**config.mk**
```make
export PLATFORM = sky130hd
export DESIGN_NAME = spi_slave
export DESIGN_NICKNAME = d
export VERILOG_FILES = /design/src/rtl/spi_pkg.sv /design/src/rtl/spi_slave_txbuf.sv /design/src/rtl/spi_slave.sv
export SDC_FILE = /design/constraint.sdc
export NUM_CORES = 1
export LEC_CHECK = 0
export BUFFER_PORTS_ARGS = -buffer_cell sky130_fd_sc_hd__clkbuf_2
export CAP_MARGIN = 20
export CORE_ASPECT_RATIO = 0.6
export CORE_MARGIN = 3
export CORE_UTILIZATION = 55
export CTS_BUF_LIST = sky130_fd_sc_hd__clkbuf_4
export DETAILED_ROUTE_END_ITERATION = 16
export GPL_ROUTABILITY_DRIVEN = 0
export GPL_TIMING_DRIVEN = 0
export PLACE_DENSITY_LB_ADDON = 0.15
export SLEW_MARGIN = 20
export SYNTH_ARGS = -nofsm -noshare
export SYNTH_HDL_FRONTEND = slang
export SYNTH_SLANG_ARGS = --single-unit
```
**constraint.sdc**
```tcl
create_clock -name sclk -period 1.9 [get_ports sclk]
set_input_delay 0 -clock sclk [delete_from_list [all_inputs] [get_ports sclk]]
set_output_delay 0 -clock sclk [all_outputs]
set_load 0.03 [all_outputs]
```
**src/rtl/spi_pkg.sv**
```systemverilog
// Shared definitions for the SPI responder: FSM encoding, slave select codes
// and the default frame width used by the existing 6-bit master.
package spi_pkg;

  localparam int DEFAULT_DATA_W = 6;
  localparam int SS_W           = 3;

  localparam logic STATE_IDLE  = 1'b0;
  localparam logic STATE_SHIFT = 1'b1;

  typedef enum logic {
    IDLE  = STATE_IDLE,
    SHIFT = STATE_SHIFT
  } state_t;

  localparam logic [SS_W-1:0] SS_SLAVE_1 = 3'b000;
  localparam logic [SS_W-1:0] SS_SLAVE_2 = 3'b001;
  localparam logic [SS_W-1:0] SS_SLAVE_3 = 3'b010;

endpackage

```
**src/rtl/spi_slave_txbuf.sv**
```systemverilog
// One-entry transmit buffer: ready/load handshake, same-edge bypass into the
// shifter at frame start, and a sticky underrun flag.
module spi_slave_txbuf
  import spi_pkg::*;
#(
  parameter int                DATA_W     = DEFAULT_DATA_W,
  parameter logic [DATA_W-1:0] TX_DEFAULT = '0
) (
  input  logic              sclk,
  input  logic              reset,
  input  logic              frame_start,
  input  logic [DATA_W-1:0] tx_data,
  input  logic              tx_load,
  output logic              tx_ready,
  output logic [DATA_W-1:0] tx_word,
  output logic              underrun
);

  logic [DATA_W-1:0] tx_buf_reg, tx_buf_next;
  logic              tx_ready_reg, tx_ready_next;
  logic              underrun_reg, underrun_next;
  logic              load_accept;

  assign load_accept = tx_load && tx_ready_reg;

  // A load accepted on the frame-start edge goes straight to the shifter.
  assign tx_word = load_accept ? tx_data : tx_buf_reg;

  always_comb begin
    tx_buf_next   = tx_buf_reg;
    tx_ready_next = tx_ready_reg;
    underrun_next = underrun_reg;
    if (load_accept) begin
      tx_buf_next   = tx_data;
      tx_ready_next = 1'b0;
    end
    if (frame_start) begin
      // Buffer consumed: ready again even when the bypass was taken.
      tx_ready_next = 1'b1;
      if (tx_ready_reg && !load_accept) begin
        underrun_next = 1'b1;
      end
    end
  end

  always_ff @(posedge sclk) begin
    if (reset) begin
      tx_buf_reg   <= TX_DEFAULT;
      tx_ready_reg <= 1'b0;
      underrun_reg <= 1'b0;
    end else begin
      tx_buf_reg   <= tx_buf_next;
      tx_ready_reg <= tx_ready_next;
      underrun_reg <= underrun_next;
    end
  end

  assign tx_ready = tx_ready_reg;
  assign underrun = underrun_reg;

endmodule

```
**src/rtl/spi_slave.sv**
```systemverilog
// SPI responder: MSB-first full-duplex frame of DATA_W bits while ss matches
// SLAVE_ID, received word presented with a one-cycle valid pulse.
module spi_slave
  import spi_pkg::*;
#(
  parameter int                DATA_W     = DEFAULT_DATA_W,
  parameter logic [SS_W-1:0]   SLAVE_ID   = SS_SLAVE_1,
  parameter logic [DATA_W-1:0] TX_DEFAULT = '0
) (
  input  logic              sclk,
  input  logic              reset,
  input  logic [SS_W-1:0]   ss,
  input  logic              mosi,
  output logic              miso,
  input  logic [DATA_W-1:0] tx_data,
  input  logic              tx_load,
  output logic              tx_ready,
  output logic [DATA_W-1:0] rx_data,
  output logic              rx_valid,
  output logic              busy,
  output logic              underrun
);

  localparam int               CNT_W    = (DATA_W > 2) ? $clog2(DATA_W) : 1;
  localparam logic [CNT_W-1:0] CNT_LAST = CNT_W'(DATA_W - 1);

  state_t            state_reg, state_next;
  logic [CNT_W-1:0]  count_reg, count_next;
  logic [DATA_W-1:0] tx_sh_reg, tx_sh_next;
  logic [DATA_W-1:0] rx_sh_reg, rx_sh_next;
  logic [DATA_W-1:0] rx_data_reg, rx_data_next;
  logic              rx_valid_reg, rx_valid_next;

  logic              selected;
  logic              frame_start;
  logic [DATA_W-1:0] tx_word;
  logic [DATA_W-1:0] rx_shifted;
  logic [DATA_W-1:0] tx_shifted;

  assign selected = (ss == SLAVE_ID);

  spi_slave_txbuf #(
    .DATA_W     (DATA_W),
    .TX_DEFAULT (TX_DEFAULT)
  ) u_txbuf (
    .sclk        (sclk),
    .reset       (reset),
    .frame_start (frame_start),
    .tx_data     (tx_data),
    .tx_load     (tx_load),
    .tx_ready    (tx_ready),
    .tx_word     (tx_word),
    .underrun    (underrun)
  );

  // One-bit left shifts: mosi enters the receiver LSB, zero fills the transmitter.
  assign rx_shifted[0] = mosi;
  assign tx_shifted[0] = 1'b0;
  genvar gi;
  generate
    for (gi = 1; gi < DATA_W; gi++) begin : g_shift
      assign rx_shifted[gi] = rx_sh_reg[gi-1];
      assign tx_shifted[gi] = tx_sh_reg[gi-1];
    end
  endgenerate

  always_comb begin
    state_next    = state_reg;
    count_next    = count_reg;
    tx_sh_next    = tx_sh_reg;
    rx_sh_next    = rx_sh_reg;
    rx_data_next  = rx_data_reg;
    rx_valid_next = 1'b0;
    frame_start   = 1'b0;
    case (state_reg)
      IDLE: begin
        if (selected) begin
          frame_start = 1'b1;
          tx_sh_next  = tx_word;
          count_next  = '0;
          state_next  = SHIFT;
        end
      end
      SHIFT: begin
        if (!selected) begin
          // Deselect aborts silently; the consumed tx word is not restored.
          state_next = IDLE;
          count_next = '0;
        end else begin
          rx_sh_next = rx_shifted;
          tx_sh_next = tx_shifted;
          if (count_reg == CNT_LAST) begin
            rx_data_next  = rx_shifted;
            rx_valid_next = 1'b1;
            state_next    = IDLE;
            count_next    = '0;
          end else begin
            count_next = count_reg + CNT_W'(1);
          end
        end
      end
      default: begin
        state_next = IDLE;
        count_next = '0;
      end
    endcase
  end

  always_ff @(posedge sclk) begin
    if (reset) begin
      state_reg    <= IDLE;
      count_reg    <= '0;
      tx_sh_reg    <= '0;
      rx_sh_reg    <= '0;
      rx_data_reg  <= '0;
      rx_valid_reg <= 1'b0;
    end else begin
      state_reg    <= state_next;
      count_reg    <= count_next;
      tx_sh_reg    <= tx_sh_next;
      rx_sh_reg    <= rx_sh_next;
      rx_data_reg  <= rx_data_next;
      rx_valid_reg <= rx_valid_next;
    end
  end

  assign miso     = (state_reg == SHIFT && selected) ? tx_sh_reg[DATA_W-1] : 1'b0;
  assign busy     = (state_reg == SHIFT);
  assign rx_data  = rx_data_reg;
  assign rx_valid = rx_valid_reg;

endmodule

```
==> results.toml <==
[clock_tree]
root_buffer = "clkbuf_4"
clkTransAtPathRegs_ns = 0.09
tritoncts = "built"
cts_sinks = 30
cts_setup_buffers = 0
cts.htree.levels = 2
cts_buffers = 5
clockBufferDepth = 2
insertion_delay_ns = 0.32

[sta]
setup_tns_ns = 0
period_needed_ns = 1.74
tightest_slew_ns = 0.476
slew_headroom_pct = 68.2
finalSetupViolCount = 0
hold_viol = 0
maxClockFrequency_mhz = 575
skew_ns = 0.00457
timing.final.ws_setup_ns = 0.160
finalCritPeriodShare_pct = 91.6
drv_slew = 0
rsz0062_at_grt = "false"

[hold_path]
hold_class = "in2reg"
hp-start = "ss[2]"

[critical_path]
path_class = "reg2reg"
cpPeakStageDelay_ns = 0.49
critPathMaxFanout = 6
cp-startpoint = "busy"
crit_top_cell = "or4b_1"
crit_buf_inv = 1
path_delay_family = "simple AND/OR/NAND/NOR gates"
cp_slowest_cell = "or4b_1"
r2r_start = "busy"
cp.required_ns = 2.15
timing.critical_path.cells = "or4b_1 > clkbuf_1 > or4b_1 > a31oi_1"
critPathArrivalTime_ns = 1.99
startpoint_type = "flop"
critPathCaptureType = "flop"

[yosys]
synth_warnings = 0
yosys.cell_types.count = 29
ys_seq_area_share_pct = 49.7
syn_inst = 130
yosys-top-cells-area = "dfxtp_1, nand3_1, a21oi_1"
syn_avg_cell_area_um2 = 9.29
synth_area_mm2 = 0.00121
ys_ff_latch = 30
yosys-top-cells-count = "dfxtp_1, nand3_1, a21oi_1"
yosysMostFrequentCell = "dfxtp_1"
synth_area_leader_cell = "dfxtp_1"
synth_top_cell_area_share_pct = 49.7
synthArstFlopShare_pct = 0
syn-num-nets = 143
synth-edff-count = 0
yosys_most_used_dff = "dfxtp_1"

[final_layout]
fillers = 142
final_util_pct = 75.6
nNetsFinal = 179
drive_above_1_share_pct = 24.1
antenna_cells = 0
syn_to_final_growth_pct = 23.1

[floorplan]
die-area_mm2 = 0.00281
die_y_um = 42.3
rows = 12
ios = 24
initial_core_util_pct = 61.4
die-width_um = 66.5
coreArea_mm2 = 0.00197

[power]
pwr_density_cell_mw_per_mm2 = 725
p_leak_uw = 0.000591
max-vdd-ir-drop_mv = 0.416

[global_route]
grt_pass1_wl_um = 4370
grt_pass1_vias = 939
antenna_found_initial = 0
grt_max_degree = 11
grt_usage_pct = 21.3
overflow = 0

[place]
io_buffers = 22
dp_hpwl_um = 1950
pre_cts_slack_ns = 0.156

[detailed_routing]
viasPerCell = 5.63
drc = 0
drt_iter0_drc = 86
totalWireLength_um = 2790
routedWlPerCell_um = 14.4
detail-route-antenna-nets = 0
drt_first_pass_iters = 4
via_count = 1093

[status]
outcome = "completed"

[flow_run]
drv_cap = 0
==> through the flow <==
stage | power (uW) | cells | hold WS (ns) | area (um^2)
after detailed placement | 704 | 180 | 0.268 | 1350
after global placement | 701 | 180 | 0.252 | 1350
final | 1080 | 194 | 0.0369 | 1490
after floorplan | 680 | 130 | 0.136 | 1210
after global routing | 1130 | 194 | 0.0444 | 1490
after CTS | 1080 | 194 | 0.0197 | 1480
==> worst paths after layout <==
path,cells past startpoint,end,slack [ns]
setup reg to reg,4,count_reg[1],0.16
setup / recovery,4,count_reg[1],0.16
hold / removal,4,count_reg[0],0.04
hold reg to reg,2,rx_sh_reg[4],0.46
==> placed cells by master, fill, tap and decap left out, types with 6 or more instances in the layout <==
cell type and instances:
nand2_1 11, clkbuf_1 11, dfxtp_1 29, nor2_1 6, clkbuf_4 7, a21bo_2 6
dlygate4sd3_1 7, clkbuf_2 23, a21oi_1 13, nand3_1 15
==> report_power, final <==
group	total, uW	leakage [uW]	internal, uW	switching (uW)
logic	68.1	0.000316	29.0	39.1
clock network	374	0.0000322	168	206
registers	635	0.000242	633	2.71
==> worst min-delay path, cell delays in order <==
cell	delay, ns
clkbuf_2	0.12
nor4b_4	0.07
nand2b_1	0.07
a21oi_1	0.05
==> timing repair <==
action                                 4_1_cts  5_1_grt
setup endpoints to repair                    1        2
endpoints found under the hold margin        8        0
hold buffers                                 7        0
resized for setup                            1        3
==> logic make-up after synthesis <==
group,Yosys count,synth area share (%)
muxes,5,4.15
DFF,30,49.7
AOI/OAI and AO/OA,31,18.2
buffers and inverters,13,4.04
and+or+nand+nor,51,23.8
==> layer usage <==
metal  vias to the layer above  wire (um)  track usage, %
met5                         -          0               0
met4                         0         28            9.31
met3                         6        226            8.85
met2                        40       1250            30.2
met1                       506       1280            28.1
li1                        541          -               -
==> area by class of cell <==
| class | instances | area (um^2) | share of cell area (%) |
|---|---|---|---|
| clock buffers | 7 | 52.6 | 3.54 |
| well taps | 28 | 35.0 | 2.36 |
| flip-flops and latches | 30 | 602 | 40.5 |
| multi-input cells | 87 | 567 | 38.1 |
| inverters | 1 | 3.75 | 0.253 |
| plain buffers | 12 | 46.3 | 3.11 |
| repair buffers | 29 | 180 | 12.1 |
Note: power is estimated with default switching activity, not from simulation.
